## src/rtl/unary_to_binary_acc.sv

```systemverilog
// Counts the ones of a rate-coded unary product stream over 2^BITWIDTH valid samples
// and hands the saturated binary count to a consumer through a one-entry valid/ready buffer.
module unary_to_binary_acc #(
   parameter int BITWIDTH = 8
) (
   input  logic                iClk,
   input  logic                iRstN,
   input  logic                iStart,
   input  logic                iAbort,
   input  logic                iBit,
   input  logic                iBitVld,
   output logic                oClr,
   output logic                oBusy,
   output logic [BITWIDTH-1:0] oData,
   output logic                oSat,
   output logic                oValid,
   input  logic                iReady
);

   typedef enum logic [1:0] {
      IDLE  = 2'd0,
      COUNT = 2'd1,
      DONE  = 2'd2
   } state_t;

   state_t              r_state;
   state_t              w_nextState;

   logic [BITWIDTH-1:0] r_winCnt;
   logic [BITWIDTH:0]   r_onesCnt;
   logic [BITWIDTH-1:0] r_data;
   logic                r_sat;
   logic                r_valid;

   logic                w_acc;
   logic                w_abort;
   logic                w_sample;
   logic                w_last;
   logic                w_handshake;
   logic [BITWIDTH:0]   w_total;

   // Gating with iRstN keeps the RNG clear line quiet while reset is held.
   assign w_acc       = iRstN & iStart &
                        ((r_state == IDLE) | ((r_state == DONE) & iReady));
   assign w_abort     = (r_state == COUNT) & iAbort;
   assign w_sample    = (r_state == COUNT) & iBitVld & ~iAbort;
   assign w_last      = w_sample & (r_winCnt == '1);
   assign w_handshake = (r_state == DONE) & r_valid & iReady;
   assign w_total     = r_onesCnt + {{BITWIDTH{1'b0}}, iBit};

   always_ff @(posedge iClk or negedge iRstN) begin
      if (!iRstN) begin
         r_state <= IDLE;
      end else begin
         r_state <= w_nextState;
      end
   end

   // The unused encoding falls through to IDLE so a corrupted state recovers in one edge.
   always_comb begin
      w_nextState = IDLE;
      case (r_state)
         IDLE: begin
            w_nextState = w_acc ? COUNT : IDLE;
         end
         COUNT: begin
            if (w_abort) begin
               w_nextState = IDLE;
            end else if (w_last) begin
               w_nextState = DONE;
            end else begin
               w_nextState = COUNT;
            end
         end
         DONE: begin
            if (iReady) begin
               w_nextState = w_acc ? COUNT : IDLE;
            end else begin
               w_nextState = DONE;
            end
         end
         default: begin
            w_nextState = IDLE;
         end
      endcase
   end

   always_comb begin
      oBusy = (r_state == COUNT);
      oClr  = w_acc;
   end

   always_ff @(posedge iClk or negedge iRstN) begin
      if (!iRstN) begin
         r_winCnt  <= '0;
         r_onesCnt <= '0;
      end else if (w_acc | w_abort) begin
         r_winCnt  <= '0;
         r_onesCnt <= '0;
      end else if (w_sample) begin
         r_winCnt  <= r_winCnt + 1'b1;
         r_onesCnt <= w_total;
      end
   end

   // The final sample is folded in through w_total so the result lands on the same edge.
   always_ff @(posedge iClk or negedge iRstN) begin
      if (!iRstN) begin
         r_data  <= '0;
         r_sat   <= 1'b0;
         r_valid <= 1'b0;
      end else if (w_last) begin
         r_valid <= 1'b1;
         r_sat   <= w_total[BITWIDTH];
         r_data  <= w_total[BITWIDTH] ? {BITWIDTH{1'b1}} : w_total[BITWIDTH-1:0];
      end else if (w_handshake) begin
         r_valid <= 1'b0;
      end
   end

   assign oData  = r_data;
   assign oSat   = r_sat;
   assign oValid = r_valid;

endmodule

```

## config.mk

```make
export PLATFORM = sky130hd
export DESIGN_NAME = unary_to_binary_acc
export DESIGN_NICKNAME = d
export VERILOG_FILES = /design/src/rtl/unary_to_binary_acc.sv
export SDC_FILE = /design/constraint.sdc
export NUM_CORES = 1
export LEC_CHECK = 0
export ABC_AREA = 1
export CORE_AREA = 2 2 58 60
export CTS_BUF_LIST = sky130_fd_sc_hd__clkbuf_2 sky130_fd_sc_hd__clkbuf_4 sky130_fd_sc_hd__clkbuf_8
export DETAILED_ROUTE_END_ITERATION = 8
export DIE_AREA = 0 0 60 62
export GPL_ROUTABILITY_DRIVEN = 0
export HOLD_SLACK_MARGIN = 0.06
export PLACE_DENSITY = 0.75
export SETUP_SLACK_MARGIN = 0.15
export SLEW_MARGIN = 30
export SYNTH_ARGS = -nofsm -noshare
export SYNTH_HDL_FRONTEND = slang
export SYNTH_SLANG_ARGS = --single-unit
```

## constraint.sdc

```tcl
create_clock -name iClk -period 1.65 [get_ports iClk]
set_clock_uncertainty 0.2 [all_clocks]
set_input_delay 0.2475 -clock iClk [delete_from_list [all_inputs] [get_ports iClk]]
set_output_delay 0.2475 -clock iClk [all_outputs]
set_load 0.05 [all_outputs]
```

Word-level counts from Yosys, hierarchy flattened
Index checks and enable logic that the tools add are counted. Widths: inputs -> output; s select.

Bits in registers: 29. Logic and storage cells: 38. Output and inout bits: 12.

Reduce and logical (&&, ||, !) cells: 3. Add/sub/neg operators: 2. Mux-type cells: 12. Eq/ne operators: 3. Bitwise operators: 12.

Operators by type and width (number): $mux 8 (3); $mux 9 (2); $add 9x1->9 (1); $and 1x1->1 (9); $add 8x1->8 const B (1); $eq 8x8->1 const B (1); $mux 2 (3); $pmux 2 s3 (1); $reduce_bool 2->1 (2); $mux 1 (3); $eq 2x1->1 const B (1); $eq 2x2->1 const B (1); $logic_not 2->1 (1); $or 1x1->1 (2); $not 1->1 (1).

Depth between registers and ports, before layout
Gate-level depths: netlist of the first run.

Depth in word-level cells: 7. Gate-level depth with buffers: 11. Mapped depth without buffers: 11.

Worst setup path after synthesis of the first run
No wires, ideal clock.

Path type: register -> output. Start point: register r_state[1]. End point: output oClr. Buffers on the path: 0. Path slack: -0.352 ns. Arrival: 1.554 ns. Cell stages (with the launch flop): 4. Required time: 1.202 ns. Cell sequence: dfrtp_1 -> inv_1 -> nor2_1 -> nor3_1.

Word-level cells in the longest chain between the ends: 4. Elaborated cells between the ends (all ways): 5.

RTL lines: start: declaration (RTL line 26) `state_t r_state;`; start signal: assignment (RTL line 55) `r_state <= w_nextState;`; $eq 2x2->1 (RTL line 44) `((r_state == IDLE) | ((r_state == DONE) & iReady));`; $and 1x1->1 (RTL line 44); $or 1x1->1 * (RTL line 44); $and 1x1->1 * (RTL line 43) `assign w_acc = iRstN & iStart &`; end: declaration (RTL line 12) `output logic oClr,`.

Every way passes the cells marked *; elsewhere a longest branch is shown, timed or not.

Worst setup path after layout of the first run
Ends and elaborated chain as after synthesis.

==> qor.txt, run 1 <==
FLOORPLANNING
-------------------------------------------------------------------------------------
Die Width                                                                       60 um
I/O pin count                                                                      19
Chip height                                                                     62 um
Core region area                                                             3180 um2
Starting utilization of the core area                                           48.0%
Die ar.                                                                      3720 um2
Number of placement rows                                                           21

CELLS AND AREA
-------------------------------------------------------------------------------------
Final instance count without filler cells                                         289
Layout overhead on the synthesized area                                         62.9%
Fraction of final layout cells sized beyond drive strength 1                    42.8%
Ant diodes                                                                          0
Number of nets in the finished design                                             252

SETUP PATH
-------------------------------------------------------------------------------------
Critical Path RT                                                              1.20 ns
Startpoint kind of the worst setup timing path                               register
Category of the most critical setup path                                   reg -> out
Highest net fanout along the worst path                                             2
Arrival time at the worst endpoint                                            1.26 ns
Crit path capture type                                                     output pin

SYNTHESIS
-------------------------------------------------------------------------------------
Post-synthesis cell count                                                         190
Synthesized net count                                                             200
Post-synthesis share of cell area spent on and, or, nand and nor gates          34.0%
Total of warnings raised by yosys                                                   0
Avg Inst Size Synth                                                          8.03 um2
Mux contribution to synthesized area                                               0%
Post-synthesis instance area                                                 1530 um2
Largest family of logic cells by synthesized area                        simple AND/OR/NAND/NOR gates
Post-Synth XOR/XNOR Area                                                        1.72%
FF+latch count, synth                                                              29
Number of unique standard cell types used by synthesis                             24
Post-synthesis compound-gate area fraction                                      8.45%
Adder-cell area share of the yosys netlist                                      2.46%
Sequential element share of the synthesized area                                47.6%

STATUS
-------------------------------------------------------------------------------------
Outcome                                                                  finished, violations left
Failing checks                                                           setup timing

CLOCK TREE
-------------------------------------------------------------------------------------
TritonCTS sink count                                                               29
CTS H-Tree Depth                                                                    2
Clock slew seen by the registers of the worst setup and hold paths            0.10 ns
Cts bufs inserted                                                                   5
CTS tree                                                                        built
Maximum buffer depth of the clock tree                                              2
Clock latency reported for the late side of the worst-skew pair               0.34 ns
Clock root buffer                                                        sky130_fd_sc_hd__clkbuf_4

DETAILED ROUTING
-------------------------------------------------------------------------------------
Mean routed wirelength per cell                                               14.8 um
Via count                                                                        1481
Vias per cell                                                                    5.12
Routed Antenna Nets                                                                 0
Iteration-0 DRC count of the detailed router                                       64
Final WL                                                                      4.29 mm
DRC errors left                                                                     0
Drt pass-1 iters                                                                    4

TIMING
-------------------------------------------------------------------------------------
Unrepaired setup endpoints after global routing                                   yes
Worst Tran Pin Value                                                         0.376 ns
Number of hold violations in the final report                                       0
Part of the cycle the worst path needs                                           104%
Final critical delay including setup and external delays                      1.71 ns
Setup violations, final                                                            10
Final count of pins violating max slew                                              0
Worst slew margin relative to its limit                                         74.9%
Tightest hold margin                                                         0.130 ns
F_max                                                                         585 MHz
Worst path setup slack after routing                                       -0.0603 ns

GRT
-------------------------------------------------------------------------------------
Largest net degree at the start of global routing                                  30
Leftover overflow at the end of global routing                                      0
Combined global-route utilization of all metal layers                           24.1%
Wire length of the first global-routing pass                                  6.44 mm
Number of global-route vias before repair                                        1471
Antenna violations before repair                                                    0

WORST HOLD PATH
-------------------------------------------------------------------------------------
Worst hold path class                                                       in -> reg

POWER AND IR DROP
-------------------------------------------------------------------------------------
Static leakage power                                                          1.22 nW
Peak supply drop                                                             0.821 mV
Power per Cell Area                                                        705 nW/um2

PLACED DESIGN
-------------------------------------------------------------------------------------
Port bufs                                                                          18
Placed Instances                                                                  268
DP Wirelength                                                                 2.24 mm

FLOW RUN
-------------------------------------------------------------------------------------
Max cap viols                                                                       0

kinds of logic after synthesis:
| family | count (synthesis) |
|---|---|
| buffers and inverters | 18 |
| DFF | 29 |
| adders and majority gates | 3 |
| AOI/OAI and AO/OA | 19 |
| and+or+nand+nor | 118 |
| xor gates and xnor gates | 3 |
worst max-delay path, cell delays in order (launching register included):
cell                      delay [ns]
sky130_fd_sc_hd__dfrtp_1        0.39
sky130_fd_sc_hd__inv_1          0.05
sky130_fd_sc_hd__nor2_1         0.04
sky130_fd_sc_hd__buf_4          0.14
sky130_fd_sc_hd__nor3_4         0.14
sky130_fd_sc_hd__buf_12         0.16
sequential cells by signal, indices dropped and copies added (netlist names):
name / count
oSat: 1
r_winCnt: 8
r_state: 2
oValid: 1
oData: 8
r_onesCnt: 9
synth_stat cells:
cell type                  instances  area, um2
sky130_fd_sc_hd__nand2_2           1       6.26
sky130_fd_sc_hd__nor2_8            1       20.0
sky130_fd_sc_hd__inv_2             3       11.3
sky130_fd_sc_hd__nand3_1          14       70.1
sky130_fd_sc_hd__nand4_1           2       12.5
sky130_fd_sc_hd__a21oi_1           5       25.0
sky130_fd_sc_hd__xnor2_1           1       8.76
sky130_fd_sc_hd__ha_1              3       37.5
sky130_fd_sc_hd__o21bai_1          3       22.5
sky130_fd_sc_hd__buf_6             2       22.5
sky130_fd_sc_hd__nand2_1          80        300
sky130_fd_sc_hd__nor2_4            1       11.3
sky130_fd_sc_hd__dfrtp_1          29        726
sky130_fd_sc_hd__o21ai_0           4       20.0
sky130_fd_sc_hd__buf_4             1       7.51
sky130_fd_sc_hd__nor3_2            1       10.0
sky130_fd_sc_hd__nor3_1            2       10.0
sky130_fd_sc_hd__nor2_2            2       12.5
sky130_fd_sc_hd__inv_4             1       6.26
sky130_fd_sc_hd__o21ai_2           7       61.3
sky130_fd_sc_hd__inv_1            11       41.3
sky130_fd_sc_hd__xor2_1            2       17.5
sky130_fd_sc_hd__nor2_1           12       45.0
sky130_fd_sc_hd__nand3_2           2       20.0
path summary, 6_finish.rpt:
check,cells after the start,start,slack (ns),endpoint
worst max-delay path,5,r_state[1],-0.06,oClr
worst min-delay path,4,iBit,0.13,r_onesCnt[0]
worst max register to register,9,r_onesCnt[4],-0.04,oData[3]
worst min register to register,2,r_onesCnt[0],0.34,r_onesCnt[0]
max in group asynchronous,3,iRstN,0.54,r_onesCnt[4]
min in group asynchronous,3,iRstN,0.41,oData[6]
through the flow:
step                      setup WS (ns)  setup TNS, ns  power, mW  util [%]  instance area [um2]
after floorplan                 -0.0529         -0.467      0.847         -                 1570
after global placement           -0.410          -7.62      0.923      63.4                 2020
after detailed placement         -0.456          -8.65      0.926      63.4                 2020
after CTS                       -0.0777         -0.261       1.74      74.5                 2370
after global routing             -0.148          -1.39       1.82      78.2                 2480
final                           -0.0603         -0.338       1.75      78.2                 2480
cell type report:
class / instances / area, um2
Multi-Input combinational cell: 143 / 927
Sequential cell: 29 / 727
Fill cell: 195 / 694
Timing Repair Buffer: 48 / 597
Inverter: 15 / 73.8
Clock inverter: 3 / 65.1
Tap cell: 46 / 57.6
Clock buffer: 5 / 37.5
per-layer routing:
metal,global-route usage (%),wire [um],share of wire [%]
met3,6.21,228,5.3
met1,29.6,1780,42
met4,12.1,126,2.9
met5,0,0,0
met2,39.6,2150,50
what timing repair did:
item | in CTS | in global routing
setup buffers | 9 | 2
pin swaps | 15 | 9
hold buffers | 1 | 0
hold endpoints to repair | 29 | 0
gates cloned | 1 | 0
endpoints found under the setup margin | 31 | 31
resized for setup | 37 | 24
where the power goes:
| group | internal, mW | leakage, nW | switching (mW) |
|---|---|---|---|
| Clock | 0.469 | 0.0552 | 0.279 |
| Sequential | 0.723 | 0.401 | 0.0143 |
| Combinational | 0.132 | 0.763 | 0.135 |
| Total | 1.32 | 1.22 | 0.428 |
layout by cell type (no fill, tap or decap), types with 2 or more instances in the layout:
| cell | n |
|---|---|
| sky130_fd_sc_hd__inv_6 | 3 |
| sky130_fd_sc_hd__nor2_1 | 11 |
| sky130_fd_sc_hd__clkbuf_4 | 5 |
| sky130_fd_sc_hd__ha_4 | 3 |
| sky130_fd_sc_hd__nand3_4 | 3 |
| sky130_fd_sc_hd__nor2_4 | 4 |
| sky130_fd_sc_hd__nor3_4 | 2 |
| sky130_fd_sc_hd__nand3_2 | 2 |
| sky130_fd_sc_hd__clkdlybuf4s50_1 | 4 |
| sky130_fd_sc_hd__nand3_1 | 11 |
| sky130_fd_sc_hd__a21oi_1 | 3 |
| sky130_fd_sc_hd__nand2_1 | 63 |
| sky130_fd_sc_hd__buf_12 | 14 |
| sky130_fd_sc_hd__buf_4 | 21 |
| sky130_fd_sc_hd__o21ai_2 | 10 |
| sky130_fd_sc_hd__buf_6 | 4 |
| sky130_fd_sc_hd__nand2_2 | 16 |
| sky130_fd_sc_hd__o21bai_1 | 2 |
| sky130_fd_sc_hd__bufinv_16 | 2 |
| sky130_fd_sc_hd__a21oi_2 | 2 |
| sky130_fd_sc_hd__inv_1 | 10 |
| sky130_fd_sc_hd__nand2_4 | 2 |
| sky130_fd_sc_hd__dfrtp_1 | 28 |
| sky130_fd_sc_hd__nand4_1 | 2 |
Note: power is estimated with default switching activity, not from simulation.
==> inputs of run 2 (changes only) <==
--- a/config.mk
+++ b/config.mk
@@ -13,7 +13,6 @@
 export GPL_ROUTABILITY_DRIVEN = 0
 export HOLD_SLACK_MARGIN = 0.06
 export PLACE_DENSITY = 0.75
-export SETUP_SLACK_MARGIN = 0.15
 export SLEW_MARGIN = 30
 export SYNTH_ARGS = -nofsm -noshare
 export SYNTH_HDL_FRONTEND = slang
==> qor.txt, run 2 (synthesis gave the netlist of run 1 again) <==
STATUS
---------------------------------------------------------------------------------
Outcome                                                              finished, violations left
Failing checks                                                       setup timing

POWER AND IR DROP
---------------------------------------------------------------------------------
Static leakage power                                                      1.14 nW   -6.6%
Design Power                                                              1.46 mW   -17%
Power per Cell Area                                                    631 nW/um2   -10%
Peak supply drop                                                         0.489 mV   -40%

DETAILED ROUTING
---------------------------------------------------------------------------------
Final WL                                                                  3.79 mm   -11%
Iteration-0 DRC count of the detailed router                                   71   +11%
Routed Antenna Nets                                                             0   unchanged
Wire length on met2                                                       2.02 mm   -6.1%
Via count                                                                    1431   -3.4%
Metal3 WL                                                                  165 um   -28%
Vias per cell                                                                5.04   -1.7%
Mean routed wirelength per cell                                           13.4 um   -9.9%
Uppermost layer routed                                                       met4
Metal1 wirelength                                                         1.55 mm   -13%
Drt pass-1 iters                                                                4   unchanged
DRC errors left                                                                 0   unchanged

SETUP PATH
---------------------------------------------------------------------------------
Highest net fanout along the worst path                                         3   +1
Critical path, cell by cell                                          clkdlybuf4s50_1 > ha_4 > ha_4 > nand2_4 > nor2_4 > buf_4 > nand4_1 > nand2_2 > nand2_2 > nand2_1 > nand2_1
Slowest cell on crit path                                            sky130_fd_sc_hd__clkdlybuf4s50_1
Critical Path RT                                                          1.69 ns   +0.49 ns
Crit path capture type                                                   register
Critical Path Start                                                          iBit
Arrival time at the worst endpoint                                        1.79 ns   +0.53 ns
Maximum single-stage delay on the critical path                           0.51 ns   +0.12 ns
Startpoint kind of the worst setup timing path                       primary input
Startpoint of the most critical register-to-register path            r_onesCnt[0]
Category of the most critical setup path                                in -> reg

FLOORPLANNING
---------------------------------------------------------------------------------
Number of placement rows                                                       21   unchanged
Core region area                                                         3180 um2   unchanged
I/O pin count                                                                  19   unchanged
Die Width                                                                   60 um   unchanged
Starting utilization of the core area                                       48.0%   unchanged
Chip height                                                                 62 um   unchanged
Die ar.                                                                  3720 um2   unchanged

PLACED DESIGN
---------------------------------------------------------------------------------
Worst slack, placed                                                     -0.514 ns   -0.0573 ns
Placed Instances                                                              268   unchanged
DP Wirelength                                                             2.43 mm   +8.2%
Port bufs                                                                      18   unchanged
Instance area after placement                                            2000 um2   -0.87%

CELLS AND AREA
---------------------------------------------------------------------------------
Register with the most flip-flops                                       r_onesCnt
Number of nets in the finished design                                         247   -2.0%
Layout overhead on the synthesized area                                     51.8%
Fraction of the core area covered by cells at the end of the flow           72.8%   -5.4 points
Fraction of final layout cells sized beyond drive strength 1                36.1%   -6.7 points
Ant diodes                                                                      0   unchanged
Most frequent cells in the layout                                    69 x sky130_fd_sc_hd__nand2_1, 29 x sky130_fd_sc_hd__dfrtp_1, 15 x sky130_fd_sc_hd__buf_4
Final instance count without filler cells                                     284   -1.7%
Number of flip-flops in the largest register                                    9   unchanged
Total non-filler cell area in the finished layout                        2310 um2   -6.8%
Most common cell after layout, fill and taps aside                   sky130_fd_sc_hd__nand2_1

GRT
---------------------------------------------------------------------------------
Largest net degree at the start of global routing                              30   unchanged
Wire length of the first global-routing pass                              5.77 mm   -10%
Combined global-route utilization of all metal layers                       21.5%   -2.6 points
Antenna violations before repair                                                0   unchanged
Number of global-route vias before repair                                    1351   -8.2%
Leftover overflow at the end of global routing                                  0   unchanged

CLOCK TREE
---------------------------------------------------------------------------------
TritonCTS sink count                                                           29   unchanged
Clock slew seen by the registers of the worst setup and hold paths        0.10 ns   about the same
Clock latency reported for the late side of the worst-skew pair           0.33 ns   about the same
Cts bufs inserted                                                               5   unchanged
CTS H-Tree Depth                                                                2   unchanged
Clock root buffer                                                    sky130_fd_sc_hd__clkbuf_4
CTS tree                                                                    built
Maximum buffer depth of the clock tree                                          2   unchanged

TIMING
---------------------------------------------------------------------------------
Number of hold violations in the final report                                   0   unchanged
Tightest hold margin                                                     0.203 ns   +0.0729 ns
Setup violations, final                                                        13   +3
Worst path setup slack after routing                                    -0.106 ns   -0.0453 ns
Final count of pins violating max slew                                          0   unchanged
F_max                                                                     570 MHz   -2.6%
Final critical delay including setup and external delays                  1.76 ns   +0.0453 ns
Fin Setup TNS                                                           -0.658 ns   -0.319 ns
Unrepaired setup endpoints after global routing                               yes
Part of the cycle the worst path needs                                       106%   +2.7 points
Worst slew margin relative to its limit                                     75.8%   +0.82 points
Worst Tran Pin Value                                                     0.364 ns   -0.0123 ns

WORST HOLD PATH
---------------------------------------------------------------------------------
Startpoint of the tightest hold check path                                  iRstN
Worst hold path class                                                   in -> reg

FLOW RUN
---------------------------------------------------------------------------------
Max cap viols                                                                   0   unchanged

-- run 2: cell types whose count changed in the layout (fill, tap and decap cells not counted), sizes merged --
| cell | before | now |
|---|---|---|
| bufinv | 2 | 0 |
| buf | 41 | 34 |
| nor2 | 16 | 17 |
| dlygate4sd2 | 1 | 0 |
| clkbuf | 5 | 8 |
| clkdlybuf4s50 | 4 | 5 |
-- run 2: final cells by class --
| cell class | count | area, um2 |
|---|---|---|
| Clock buffer | 7 | 65.1 |
| Clock inverter | 1 | 5.00 |
| Fill cell | 226 | 865 |
| Inverter | 15 | 71.3 |
| Multi-Input combinational cell | 144 | 843 |
| Sequential cell | 29 | 726 |
| Tap cell | 46 | 57.6 |
| Timing Repair Buffer | 42 | 547 |
-- run 2: final timing paths --
check	slack, ns	cells past startpoint	end
min	0.20	5	r_state[0]
max	-0.11	11	oData[6]
max in group asynchronous	0.65	3	r_onesCnt[2]
min reg2reg	0.35	2	oData[5]
max reg2reg	-0.08	10	oData[6]
min in group asynchronous	0.32	3	oValid
-- run 2: power by group --
part | switching [mW] | leakage [nW] | total [mW] | internal, mW
logic | 0.120 | 0.695 | 0.224 | 0.104
clock network | 0.257 | 0.0413 | 0.504 | 0.247
registers | 0.0111 | 0.403 | 0.734 | 0.722
-- run 2: timing repair --
item / 4_1_cts / 5_1_grt
gates resized for setup: 17 / 29
setup buffers: 2 / 4
pin swaps: 8 / 15
gates cloned: 0 / 2
endpoints found under the setup margin: 19 / 26
hold buffers: 0 / 1
endpoints found under the hold margin: 0 / 29
-- run 2: worst max-delay path, delay by kind of cell --
kind                     cells  cell delay [ns]
adder cells (fa/ha/maj)      2             0.31
buffers and inverters        2             0.65
AND/OR/NAND/NOR              7             0.58
-- run 2: metal layers --
layer,GRT usage (%),up-vias
li1,-,701
met1,25.3,681
met2,36.3,39
met3,7.25,10
met4,8.89,0
met5,0,-
